--- src/rtl/pwm_ramp_pkg.sv ---
// Shared definitions for the PWM duty ramp: FSM state encoding, default
// parameter constants and the counter-width helper.
package pwm_ramp_pkg;

    typedef enum logic [0:0] {
        IDLE = 1'b0,
        RAMP = 1'b1
    } ramp_state_t;

    localparam int DEF_PERIOD_TICKS = 200;
    localparam int DEF_DUTY_W       = 8;
    localparam int DEF_RAMP_STEP    = 1;

    // Bits needed to hold 0 .. max_count-1, never less than one.
    function automatic int cnt_width(input int max_count);
        int w;
        w = 1;
        while ((32'sd1 <<< w) < max_count) begin
            w = w + 1;
        end
        return w;
    endfunction

endpackage

--- src/rtl/pwm_ramp_if.sv ---
// Target-duty request channel: valid/duty from the requester, ready back
// from the ramp block.
interface pwm_ramp_if
    import pwm_ramp_pkg::*;
#(
    parameter int DUTY_W = DEF_DUTY_W
) ();

    logic              req_valid;
    logic [DUTY_W-1:0] req_duty;
    logic              req_ready;

    modport master (
        output req_valid,
        output req_duty,
        input  req_ready
    );

    modport slave (
        input  req_valid,
        input  req_duty,
        output req_ready
    );

endinterface

--- src/rtl/pwm_ramp.sv ---
// PWM generator whose duty slews toward a requested target by a bounded
// step per period, changing duty only at period boundaries.
module pwm_ramp
    import pwm_ramp_pkg::*;
#(
    parameter int PERIOD_TICKS = DEF_PERIOD_TICKS,
    parameter int DUTY_W       = DEF_DUTY_W,
    parameter int RAMP_STEP    = DEF_RAMP_STEP
) (
    input  logic       clk,
    input  logic       reset,
    input  logic       tick,
    input  logic       enable,
    pwm_ramp_if.slave  bus,
    output logic       pwm,
    output logic       at_target
);

    localparam int                CNT_W    = cnt_width(PERIOD_TICKS);
    localparam logic [CNT_W-1:0]  CNT_LAST = CNT_W'(PERIOD_TICKS - 1);
    localparam logic [DUTY_W-1:0] DUTY_MAX = DUTY_W'(PERIOD_TICKS);
    // A step wider than the period can never be used in full.
    localparam int                STEP_SAT = (RAMP_STEP > PERIOD_TICKS) ? PERIOD_TICKS : RAMP_STEP;
    localparam logic [DUTY_W-1:0] STEP_MAX = DUTY_W'(STEP_SAT);

    ramp_state_t       state_r;
    ramp_state_t       state_s;
    logic [CNT_W-1:0]  cnt_r;
    logic [CNT_W-1:0]  cnt_s;
    logic [DUTY_W-1:0] cur_duty_r;
    logic [DUTY_W-1:0] cur_duty_s;
    logic [DUTY_W-1:0] target_r;
    logic [DUTY_W-1:0] target_s;
    logic [DUTY_W-1:0] cnt_ext_s;
    logic [DUTY_W-1:0] diff_s;
    logic [DUTY_W-1:0] step_s;
    logic [DUTY_W-1:0] ramped_s;
    logic              up_s;
    logic              boundary_s;
    logic              pwm_r;
    logic              ready_r;
    logic              at_target_r;

    // Period counter: frozen at zero while disabled, advances on ticks.
    always_comb begin
        cnt_s      = cnt_r;
        boundary_s = tick & enable & (cnt_r == CNT_LAST);
        cnt_ext_s  = DUTY_W'(cnt_r);
        if (!enable) begin
            cnt_s = {CNT_W{1'b0}};
        end else if (tick) begin
            if (cnt_r == CNT_LAST) begin
                cnt_s = {CNT_W{1'b0}};
            end else begin
                cnt_s = cnt_r + CNT_W'(1);
            end
        end else begin
            cnt_s = cnt_r;
        end
    end

    // Next ramp value: bounded step toward target, computed on the magnitude
    // so neither direction can overshoot or wrap.
    always_comb begin
        up_s     = 1'b0;
        diff_s   = {DUTY_W{1'b0}};
        step_s   = {DUTY_W{1'b0}};
        ramped_s = cur_duty_r;
        if (target_r >= cur_duty_r) begin
            up_s   = 1'b1;
            diff_s = target_r - cur_duty_r;
        end else begin
            up_s   = 1'b0;
            diff_s = cur_duty_r - target_r;
        end
        if (diff_s < STEP_MAX) begin
            step_s = diff_s;
        end else begin
            step_s = STEP_MAX;
        end
        if (up_s) begin
            ramped_s = cur_duty_r + step_s;
        end else begin
            ramped_s = cur_duty_r - step_s;
        end
    end

    // FSM next state: accept a target in IDLE, apply steps at boundaries in RAMP.
    always_comb begin
        state_s    = state_r;
        target_s   = target_r;
        cur_duty_s = cur_duty_r;
        case (state_r)
            IDLE: begin
                if (bus.req_valid) begin
                    if (bus.req_duty > DUTY_MAX) begin
                        target_s = DUTY_MAX;
                    end else begin
                        target_s = bus.req_duty;
                    end
                    state_s = RAMP;
                end else begin
                    state_s = IDLE;
                end
            end
            RAMP: begin
                if (boundary_s) begin
                    cur_duty_s = ramped_s;
                    if (ramped_s == target_r) begin
                        state_s = IDLE;
                    end else begin
                        state_s = RAMP;
                    end
                end else begin
                    state_s = RAMP;
                end
            end
            default: begin
                state_s = IDLE;
            end
        endcase
    end

    // State and output registers; status flags are registered from the
    // next-state values so they track state/duty exactly.
    always_ff @(posedge clk) begin
        if (reset) begin
            state_r     <= IDLE;
            cnt_r       <= {CNT_W{1'b0}};
            cur_duty_r  <= {DUTY_W{1'b0}};
            target_r    <= {DUTY_W{1'b0}};
            pwm_r       <= 1'b0;
            ready_r     <= 1'b1;
            at_target_r <= 1'b1;
        end else begin
            state_r     <= state_s;
            cnt_r       <= cnt_s;
            cur_duty_r  <= cur_duty_s;
            target_r    <= target_s;
            pwm_r       <= enable & (cnt_ext_s < cur_duty_r);
            ready_r     <= (state_s == IDLE);
            at_target_r <= (cur_duty_s == target_s);
        end
    end

    assign pwm           = pwm_r;
    assign at_target     = at_target_r;
    assign bus.req_ready = ready_r;

endmodule

--- src/flat_wrapper.sv ---
// flat-port wrapper written by rule: the top's interface ports become plain ports
module pwm_ramp_flat import pwm_ramp_pkg::*;
#(
    parameter int PERIOD_TICKS = DEF_PERIOD_TICKS,
    parameter int DUTY_W       = DEF_DUTY_W,
    parameter int RAMP_STEP    = DEF_RAMP_STEP
)
  (clk, reset, tick, enable, pwm, at_target, bus_req_valid, bus_req_duty, bus_req_ready);
  pwm_ramp_if #(.DUTY_W(DUTY_W)) bus_i ();
  input  logic clk;
  input  logic reset;
  input  logic tick;
  input  logic enable;
  output logic pwm;
  output logic at_target;
  input wire logic [$bits(bus_i.req_valid)-1:0] bus_req_valid;
  input wire logic [$bits(bus_i.req_duty)-1:0] bus_req_duty;
  output wire logic [$bits(bus_i.req_ready)-1:0] bus_req_ready;
  assign bus_i.req_valid = bus_req_valid;
  assign bus_i.req_duty = bus_req_duty;
  assign bus_req_ready = bus_i.req_ready;
  pwm_ramp #(.PERIOD_TICKS(PERIOD_TICKS), .DUTY_W(DUTY_W), .RAMP_STEP(RAMP_STEP)) u_core (.clk(clk), .reset(reset), .tick(tick), .enable(enable), .bus(bus_i), .pwm(pwm), .at_target(at_target));
endmodule
--- config.mk ---
export PLATFORM = sky130hd
export DESIGN_NAME = pwm_ramp_flat
export DESIGN_NICKNAME = d
export VERILOG_FILES = /design/src/rtl/pwm_ramp_pkg.sv /design/src/rtl/pwm_ramp_if.sv /design/src/rtl/pwm_ramp.sv /design/src/flat_wrapper.sv
export SDC_FILE = /design/constraint.sdc
export NUM_CORES = 1
export LEC_CHECK = 0
export CAP_MARGIN = 40
export CORE_MARGIN = 5
export CORE_UTILIZATION = 25
export DETAILED_ROUTE_END_ITERATION = 8
export PLACE_DENSITY = 0.41
export SYNTH_ARGS = -nofsm -noshare
export SYNTH_HDL_FRONTEND = slang
export SYNTH_SLANG_ARGS = --single-unit
--- constraint.sdc ---
create_clock -name clk -period 12.35 [get_ports clk]
set_input_delay 2.47 -clock clk [delete_from_list [all_inputs] [get_ports clk]]
set_output_delay 2.47 -clock clk [all_outputs]
set_load 0.01 [all_outputs]
Word-level counts from Yosys, hierarchy flattened:

Index checks and enable logic that the tools add are counted.

* flip-flop bits (word level): 28
* bits in latches: 0
* bits in writable memories: 0
* bits in read-only memories: 0
* bits of input ports: 13
* output and inout bits: 3
* word-level logic and storage cells: 40
* memories: 0

* $add $sub $neg: 5
* multiply operators: 0
* divide/modulo/power cells: 0
* $lt $le $gt $ge: 4
* eq/ne operators: 3
* shift-type cells: 0
* multiplexer cells: 14
* bitwise operators: 6
* reductions and logical operators: 1

Operators with widths (count)
* 8-bit 2-to-1 mux: 9
* 8-bit subtractor: 3
* 8-bit equality test: 2
* 8-bit by 1-bit adder with 8-bit output (second input constant): 1
* 8-bit adder: 1
* 8-bit equality test (second input constant): 1
* 8-bit greater-or-equal comparator: 1
* 8-bit greater-than comparator (second input constant): 1
* 8-bit by 1-bit < comparator with 1-bit output (second input constant): 1
* 8-bit < comparator: 1
* 1-bit 2-to-1 mux: 4
* 1-bit bitwise AND: 3
* 1-bit inverter: 3
* 1-bit one-hot mux with 2 select lines: 1
* 2-bit OR reduction: 1

Logic depth before layout (Yosys ltp):

* depth after elaboration: 11
* mapped depth: 23
* mapped depth without buffers: 23

Worst setup path before layout:

Ideal clock, no wire load.

* path type: register to register
* from: register u_core.target_r[1]
* to: register u_core.at_target_r (netlist: u_core.at_target)
* setup time: 96 ps
* arrival time: 4337 ps
* data required time: 12254 ps
* slack: 7917 ps
* cell stages (with the launch flop): 21
* path buffers: 0
* period minus slack after synthesis: 4433 ps
* cell sequence: dfxtp_1 > inv_1 > ha_1 > nor2b_4 > o2111a_2 > or4_4 > a211oi_2 > and2_2 > o2111a_1 > ha_1 > nor2_1 > ha_1 > nor2b_1 > o21ai_0 > nand2b_1 > a21o_1 > a21oi_1 > xor2_1 > xnor2_1 > a21oi_1 > o41ai_2

* cells in the longest elaborated chain, start to end: 9
* elaborated cells on any way between the ends: 15
* classes of those cells: add/sub: 4; order compare: 2; eq/ne: 1; mux: 8

RTL lines
* start, declared: RTL line pwm_ramp.sv:32 `logic [DUTY_W-1:0] target_r;`
* start signal, assigned: RTL line pwm_ramp.sv:131 `target_r <= {DUTY_W{1'b0}};`
* start signal, assigned: RTL line pwm_ramp.sv:139 `target_r <= target_s;`
* 8-bit subtractor (tied with other cells): RTL line pwm_ramp.sv:74 `diff_s = cur_duty_r - target_r;`
* 8-bit 2-to-1 mux: RTL line pwm_ramp.sv:69 `if (target_r >= cur_duty_r) begin`
* 8-bit by 1-bit < comparator with 1-bit output: RTL line pwm_ramp.sv:76 `if (diff_s < STEP_MAX) begin`
* 8-bit 2-to-1 mux: RTL line pwm_ramp.sv:76
* 8-bit subtractor / 8-bit adder (equally long branches): RTL line pwm_ramp.sv:84, pwm_ramp.sv:82
* 8-bit 2-to-1 mux: RTL line pwm_ramp.sv:81 `if (up_s) begin`
* 8-bit 2-to-1 mux: RTL line pwm_ramp.sv:107 `if (boundary_s) begin`
* 8-bit 2-to-1 mux: RTL line pwm_ramp.sv:93 `case (state_r)`
* 8-bit equality test (*): RTL line pwm_ramp.sv:142 `at_target_r <= (cur_duty_s == target_s);`
* end signal, assigned: RTL line pwm_ramp.sv:142
* end, declared: RTL line pwm_ramp.sv:42 `logic at_target_r;`

Mark *: on every way between the ends. The rest lies on a longest branch, timed or not.
A chain may end at the register's enable or synchronous reset.

Final worst setup path:

Same ends and word-level chain as after synthesis.

==> report_table.html <==
<table>
<tr><th>Metric</th><th>Value</th></tr>
<tr><th colspan="2">Outcome</th></tr>
<tr><td>Status</td><td>finished, final reports clean</td></tr>
<tr><th colspan="2">Route</th></tr>
<tr><td>Routed via count</td><td>2235</td></tr>
<tr><td>Vias per std cell</td><td>4.73</td></tr>
<tr><td>WL/cell</td><td>between 15 and 20 um</td></tr>
<tr><td>Number of remaining DRC errors</td><td>0</td></tr>
<tr><td>Final ANT Viol Nets</td><td>0</td></tr>
<tr><td>First drt pass iteration count</td><td>4</td></tr>
<tr><td>Post-detailed-routing wire length</td><td>7210 um</td></tr>
<tr><td>Number of violations reported at the end of detailed-routing iteration 0</td><td>83</td></tr>
<tr><th colspan="2">Yosys</th></tr>
<tr><td>Mean instance size in the synthesized netlist</td><td>8.02 sq um</td></tr>
<tr><td>Simple-gate share of the synthesized area</td><td>0.228</td></tr>
<tr><td>Distinct cell type count of the synthesized netlist</td><td>54</td></tr>
<tr><td>Area share of xor/xnor cells in the synthesized design</td><td>0.123</td></tr>
<tr><td>Most used DFF post-synth</td><td>sky130_fd_sc_hd__dfxtp_1</td></tr>
<tr><td>Share of synthesized cell area in full adder, half adder and majority cells</td><td>0.170</td></tr>
<tr><td>Cells after synthesis</td><td>328</td></tr>
<tr><td>Async set or reset register ratio after synthesis</td><td>0</td></tr>
<tr><td>FF+latch count, synth</td><td>28</td></tr>
<tr><td>Mux cell area share after synthesis</td><td>0.0228</td></tr>
<tr><td>Number of enable flip-flop cells after synthesis</td><td>0</td></tr>
<tr><td>Synthesized-area fraction occupied by ao, oa, aoi and oai cells</td><td>0.192</td></tr>
<tr><td>Seq/Total Area, Yosys</td><td>0.213</td></tr>
<tr><td>Syn Nets</td><td>375</td></tr>
<tr><td>Largest family of logic cells by synthesized area</td><td>simple AND/OR/NAND/NOR gates</td></tr>
<tr><td>Synthesis warning total</td><td>0</td></tr>
<tr><td>Netlist area before placement</td><td>about 2600 sq um</td></tr>
<tr><th colspan="2">Min path</th></tr>
<tr><td>Launch point of the worst hold path</td><td>u_core.target_r[2]$_SDFF_PP0_</td></tr>
<tr><td>Min-Delay Path Class</td><td>reg -&gt; reg</td></tr>
<tr><td>End point of the worst hold path</td><td>u_core.target_r[2]$_SDFF_PP0_</td></tr>
<tr><td>Min-Delay Path Depth</td><td>2</td></tr>
<tr><th colspan="2">Setup path</th></tr>
<tr><td>Cell chain of the critical path</td><td>inv_1 -&gt; ha_1 -&gt; nor2b_4 -&gt; o2111a_2 -&gt; or4_4 -&gt; a211oi_2 -&gt; and2_2 -&gt; o2111a_1 -&gt; ha_1 -&gt; nor2_1 -&gt; ha_1 -&gt; nor2b_1 -&gt; o21ai_0 -&gt; nand2b_1 -&gt; a21o_1 -&gt; a21oi_1 -&gt; xor2_1 -&gt; xnor2_1 -&gt; a21oi_1 -&gt; o41ai_2</td></tr>
<tr><td>Worst Path Max Fanout</td><td>5</td></tr>
<tr><td>Cell family with the largest share of critical-path delay</td><td>compound AO/OA/AOI/OAI gates</td></tr>
<tr><td>Most common cell type on the critical path</td><td>sky130_fd_sc_hd__ha_1</td></tr>
<tr><td>Reg-to-reg setup timing slack</td><td>7.32 ns</td></tr>
<tr><td>Worst Setup End Kind</td><td>flop</td></tr>
<tr><td>R2r startpoint</td><td>u_core.target_r[1]$_SDFF_PP0_</td></tr>
<tr><td>Number of cell instances on the worst register-to-register path</td><td>20</td></tr>
<tr><td>Worst Path Buf+Inv</td><td>1</td></tr>
<tr><td>Data arrival time of the critical path</td><td>5.21 ns</td></tr>
<tr><td>Type of origin of the critical path</td><td>flop</td></tr>
<tr><td>Slowest cell delay on critical path</td><td>0.51 ns</td></tr>
<tr><td>Kind of critical path</td><td>reg -&gt; reg</td></tr>
<tr><td>Data required time of the critical path</td><td>12.54 ns</td></tr>
<tr><td>CP max stage cell</td><td>sky130_fd_sc_hd__dfxtp_1</td></tr>
<tr><td>Critical register-to-register path endpoint</td><td>u_core.at_target$_SDFF_PP1_</td></tr>
<tr><th colspan="2">Layout</th></tr>
<tr><td>Total non-filler cell area in the finished layout</td><td>2980 sq um</td></tr>
<tr><td>Number of diodes added for antenna fixing</td><td>0</td></tr>
<tr><td>Share of cells above drive strength 1</td><td>0.0682</td></tr>
<tr><td>Number of filler instances in the final layout</td><td>1147</td></tr>
<tr><td>Layout Nets</td><td>approximately 390</td></tr>
<tr><td>Synth-to-Final Area Change</td><td>13.2%</td></tr>
<tr><td>Final Core Density</td><td>0.290</td></tr>
<tr><th colspan="2">Floorplanning</th></tr>
<tr><td>Die area</td><td>approximately 13000 sq um</td></tr>
<tr><td>Initial core utilization</td><td>0.256</td></tr>
<tr><td>Die Wd</td><td>about 110 um</td></tr>
<tr><td>Total number of placement rows</td><td>37</td></tr>
<tr><td>Core area</td><td>between 10000 and 15000 sq um</td></tr>
<tr><td>Vertical extent of the die</td><td>around 110 um</td></tr>
<tr><td>Number of placed I/O pins</td><td>16</td></tr>
<tr><th colspan="2">Timing</th></tr>
<tr><td>Maximum clock frequency</td><td>0.199 GHz</td></tr>
<tr><td>Slew @ Worst Pin</td><td>0.690 ns</td></tr>
<tr><td>Hold Worst Slack</td><td>around 0.56 ns</td></tr>
<tr><td>Clock skew</td><td>0.0115 ns</td></tr>
<tr><td>RSZ-0062 raised after global routing</td><td>no</td></tr>
<tr><td>Clock period minus worst slack</td><td>5.03 ns</td></tr>
<tr><td>Slew headroom</td><td>0.538</td></tr>
<tr><td>Setup violation total in the final timing report</td><td>0</td></tr>
<tr><td>Final hold violation count</td><td>0</td></tr>
<tr><td>Setup TNS</td><td>0 ns</td></tr>
<tr><td>Number of slew-limit violations in the final report</td><td>0</td></tr>
<tr><td>Final period utilization</td><td>0.407</td></tr>
<tr><th colspan="2">Power</th></tr>
<tr><td>Total power divided by cell area</td><td>86.2 nW/um^2</td></tr>
<tr><td>Power, Total</td><td>roughly 0.00026 W</td></tr>
<tr><td>Max VDD drop</td><td>approximately 0.048 mV</td></tr>
<tr><td>Leakage power of the design</td><td>1.19 nW</td></tr>
<tr><th colspan="2">Clocking</th></tr>
<tr><td>Number of gates resized after CTS</td><td>0</td></tr>
<tr><td>H-Tree Depth</td><td>1</td></tr>
<tr><td>Number of buffers inserted for hold repair after clock tree synthesis</td><td>0</td></tr>
<tr><td>Cell chosen for the clock root</td><td>sky130_fd_sc_hd__clkbuf_8</td></tr>
<tr><td>Number of setup buffers added after CTS</td><td>0</td></tr>
<tr><td>TritonCTS clock tree</td><td>built</td></tr>
<tr><td>Clock transition at path regs</td><td>0.11 ns</td></tr>
<tr><td>TritonCTS Buffers</td><td>3</td></tr>
<tr><td>Worst-case clock buffer depth</td><td>2</td></tr>
<tr><td>Source-to-sink clock delay at the later pin of the worst-skew pair</td><td>0.28 ns</td></tr>
<tr><td>TritonCTS sink count</td><td>28</td></tr>
<tr><th colspan="2">GRT</th></tr>
<tr><td>Initial antenna violation count</td><td>0</td></tr>
<tr><td>Largest net degree at the start of global routing</td><td>18</td></tr>
<tr><td>Number of global-route vias before repair</td><td>2249</td></tr>
<tr><td>Global router's overall resource usage</td><td>0.114</td></tr>
<tr><td>Global-route wire length before repair</td><td>11700 um</td></tr>
<tr><td>Sum of overflow across all layers after global routing</td><td>0</td></tr>
<tr><th colspan="2">Placed design</th></tr>
<tr><td>Number of port buffers</td><td>15</td></tr>
<tr><td>Area after detailed placement</td><td>2910 sq um</td></tr>
<tr><td>Final HPWL DP</td><td>roughly 6000 um</td></tr>
<tr><td>Placer congestion estimate</td><td>0.810</td></tr>
<tr><th colspan="2">Run</th></tr>
<tr><td>Max_cap viols</td><td>0</td></tr>
</table>
[where the power goes]
part / switching [W] / internal, W / total (W)
Sequential: 0.00000278 / 0.0000928 / 0.0000956
Clock: 0.0000312 / 0.0000435 / 0.0000747
Combinational: 0.0000483 / 0.0000382 / 0.0000866
Total: 0.0000823 / 0.000175 / 0.000257
[cell usage after synthesis (4+ instances only)]
cell type / n / area [sq um]
sky130_fd_sc_hd__or2_2: 4 / 25.0
sky130_fd_sc_hd__nor2b_1: 7 / 43.8
sky130_fd_sc_hd__o21ai_0: 13 / 65.1
sky130_fd_sc_hd__o211ai_1: 4 / 30.0
sky130_fd_sc_hd__xor2_1: 16 / 140
sky130_fd_sc_hd__clkbuf_1: 5 / 18.8
sky130_fd_sc_hd__nand3_1: 11 / 55.1
sky130_fd_sc_hd__dfxtp_1: 28 / 561
sky130_fd_sc_hd__a21oi_1: 21 / 105
sky130_fd_sc_hd__nand2b_1: 7 / 43.8
sky130_fd_sc_hd__a211oi_1: 5 / 37.5
sky130_fd_sc_hd__nand4_1: 7 / 43.8
sky130_fd_sc_hd__nand2_1: 20 / 75.1
sky130_fd_sc_hd__nor2_1: 38 / 143
sky130_fd_sc_hd__buf_2: 4 / 20.0
sky130_fd_sc_hd__inv_1: 23 / 86.3
sky130_fd_sc_hd__a21o_1: 7 / 52.6
sky130_fd_sc_hd__ha_1: 31 / 388
sky130_fd_sc_hd__nor3_1: 4 / 20.0
sky130_fd_sc_hd__mux2i_1: 6 / 60.1
sky130_fd_sc_hd__xnor2_1: 21 / 184
[how the worst max path moves through the flow]
stage	from	to	slack, ns	depth (start not counted)
floorplan	u_core.target_r[1]$_SDFF_PP0_	u_core.at_target$_SDFF_PP1_	7.92	20
global placement	tick	u_core.state_r$_SDFF_PP0_	7.15	8
detailed placement	tick	u_core.state_r$_SDFF_PP0_	7.11	8
CTS	u_core.target_r[1]$_SDFF_PP0_	u_core.at_target$_SDFF_PP1_	7.31	20
global route	u_core.target_r[1]$_SDFF_PP0_	u_core.at_target$_SDFF_PP1_	6.84	21
finish	u_core.target_r[1]$_SDFF_PP0_	u_core.at_target$_SDFF_PP1_	7.32	20
[through the flow]
step	worst slack, ns	std cells
after CTS	7.31	473
after global routing	6.84	473
after global placement	7.15	469
after floorplan	7.92	328
after detailed placement	7.11	469
final	7.32	473
[placed cells by master (no fill, tap or decap), types with 2 or more instances in the layout]
cell type | netlist | final
sky130_fd_sc_hd__nor2_1 | 38 | 38
sky130_fd_sc_hd__a21oi_1 | 21 | 21
sky130_fd_sc_hd__nor3_1 | 4 | 4
sky130_fd_sc_hd__and3_1 | 3 | 3
sky130_fd_sc_hd__xor2_1 | 16 | 16
sky130_fd_sc_hd__and2_2 | 3 | 3
sky130_fd_sc_hd__nor4_1 | 2 | 2
sky130_fd_sc_hd__a211o_1 | 2 | 2
sky130_fd_sc_hd__a211oi_1 | 5 | 5
sky130_fd_sc_hd__nor2b_1 | 7 | 7
sky130_fd_sc_hd__nand4_1 | 7 | 7
sky130_fd_sc_hd__a311oi_1 | 2 | 2
sky130_fd_sc_hd__clkbuf_8 | 0 | 3
sky130_fd_sc_hd__clkdlybuf4s50_1 | 0 | 15
sky130_fd_sc_hd__mux2i_1 | 6 | 6
sky130_fd_sc_hd__nand2b_1 | 7 | 7
sky130_fd_sc_hd__inv_1 | 23 | 23
sky130_fd_sc_hd__xnor2_1 | 21 | 21
sky130_fd_sc_hd__fa_1 | 3 | 3
sky130_fd_sc_hd__ha_1 | 31 | 31
sky130_fd_sc_hd__nand2_1 | 20 | 20
sky130_fd_sc_hd__o211ai_1 | 4 | 4
sky130_fd_sc_hd__a31oi_1 | 2 | 2
sky130_fd_sc_hd__nand3_1 | 11 | 11
sky130_fd_sc_hd__o21ai_0 | 13 | 13
sky130_fd_sc_hd__o21a_1 | 3 | 3
sky130_fd_sc_hd__a21o_1 | 7 | 7
sky130_fd_sc_hd__or2_2 | 4 | 4
sky130_fd_sc_hd__dfxtp_1 | 28 | 28
sky130_fd_sc_hd__a22oi_1 | 2 | 2
[metal layers]
| metal | up-vias | global-route usage | wire, um |
|---|---|---|---|
| met5 | - | 0 | 0 |
| met4 | 0 | 0.0216 | 63 |
| met3 | 5 | 0.00755 | 105 |
| met2 | 20 | 0.190 | 3250 |
| met1 | 1043 | 0.163 | 3790 |
| li1 | 1167 | - | - |
[sequential cells by signal (all words and copies together) (netlist names)]
name and count:
u_core.cnt_ext_s 8, u_core.cur_duty_r 8, u_core.target_r 8, u_core.at_target 1, u_core.bus.req_ready 1, u_core.pwm 1
u_core.state_r 1
[cells by family (layout without fill, tap and decap cells)]
| logic type | count (synthesis) | count (layout) |
|---|---|---|
| buffers and inverters | 33 | 42 |
| muxes | 6 | 6 |
| adders and majority gates | 34 | 34 |
| AOI/OAI and AO/OA | 73 | 73 |
| other | 1 | 1 |
| and+or+nand+nor | 116 | 116 |
| xor gates and xnor gates | 37 | 37 |
| DFF | 28 | 28 |
[final cells by class]
| cell class | instances | area (sq um) | share of cell area |
|---|---|---|---|
| multi-input cells | 267 | 1940 | 0.651 |
| clock inverters | 1 | 30.0 | 0.0101 |
| well taps | 136 | 170 | 0.0571 |
| inverters | 23 | 86.3 | 0.0290 |
| flip-flops and latches | 28 | 561 | 0.188 |
| repair buffers | 15 | 150 | 0.0504 |
| clock buffers | 3 | 41.3 | 0.0139 |
[worst register-to-register path, cell delays in order, from the launching register on]
cell                       delay (ns)
sky130_fd_sc_hd__dfxtp_1         0.51
sky130_fd_sc_hd__inv_1           0.14
sky130_fd_sc_hd__ha_1            0.35
sky130_fd_sc_hd__nor2b_4         0.14
sky130_fd_sc_hd__o2111a_2        0.28
sky130_fd_sc_hd__or4_4           0.48
sky130_fd_sc_hd__a211oi_2        0.28
sky130_fd_sc_hd__and2_2          0.19
sky130_fd_sc_hd__o2111a_1        0.19
sky130_fd_sc_hd__ha_1            0.19
sky130_fd_sc_hd__nor2_1          0.07
sky130_fd_sc_hd__ha_1            0.34
sky130_fd_sc_hd__nor2b_1         0.15
sky130_fd_sc_hd__o21ai_0         0.15
sky130_fd_sc_hd__nand2b_1        0.11
sky130_fd_sc_hd__a21o_1          0.19
sky130_fd_sc_hd__a21oi_1         0.16
sky130_fd_sc_hd__xor2_1          0.39
sky130_fd_sc_hd__xnor2_1         0.17
sky130_fd_sc_hd__a21oi_1         0.09
sky130_fd_sc_hd__o41ai_2         0.35
(Power assumes the default switching activity.)
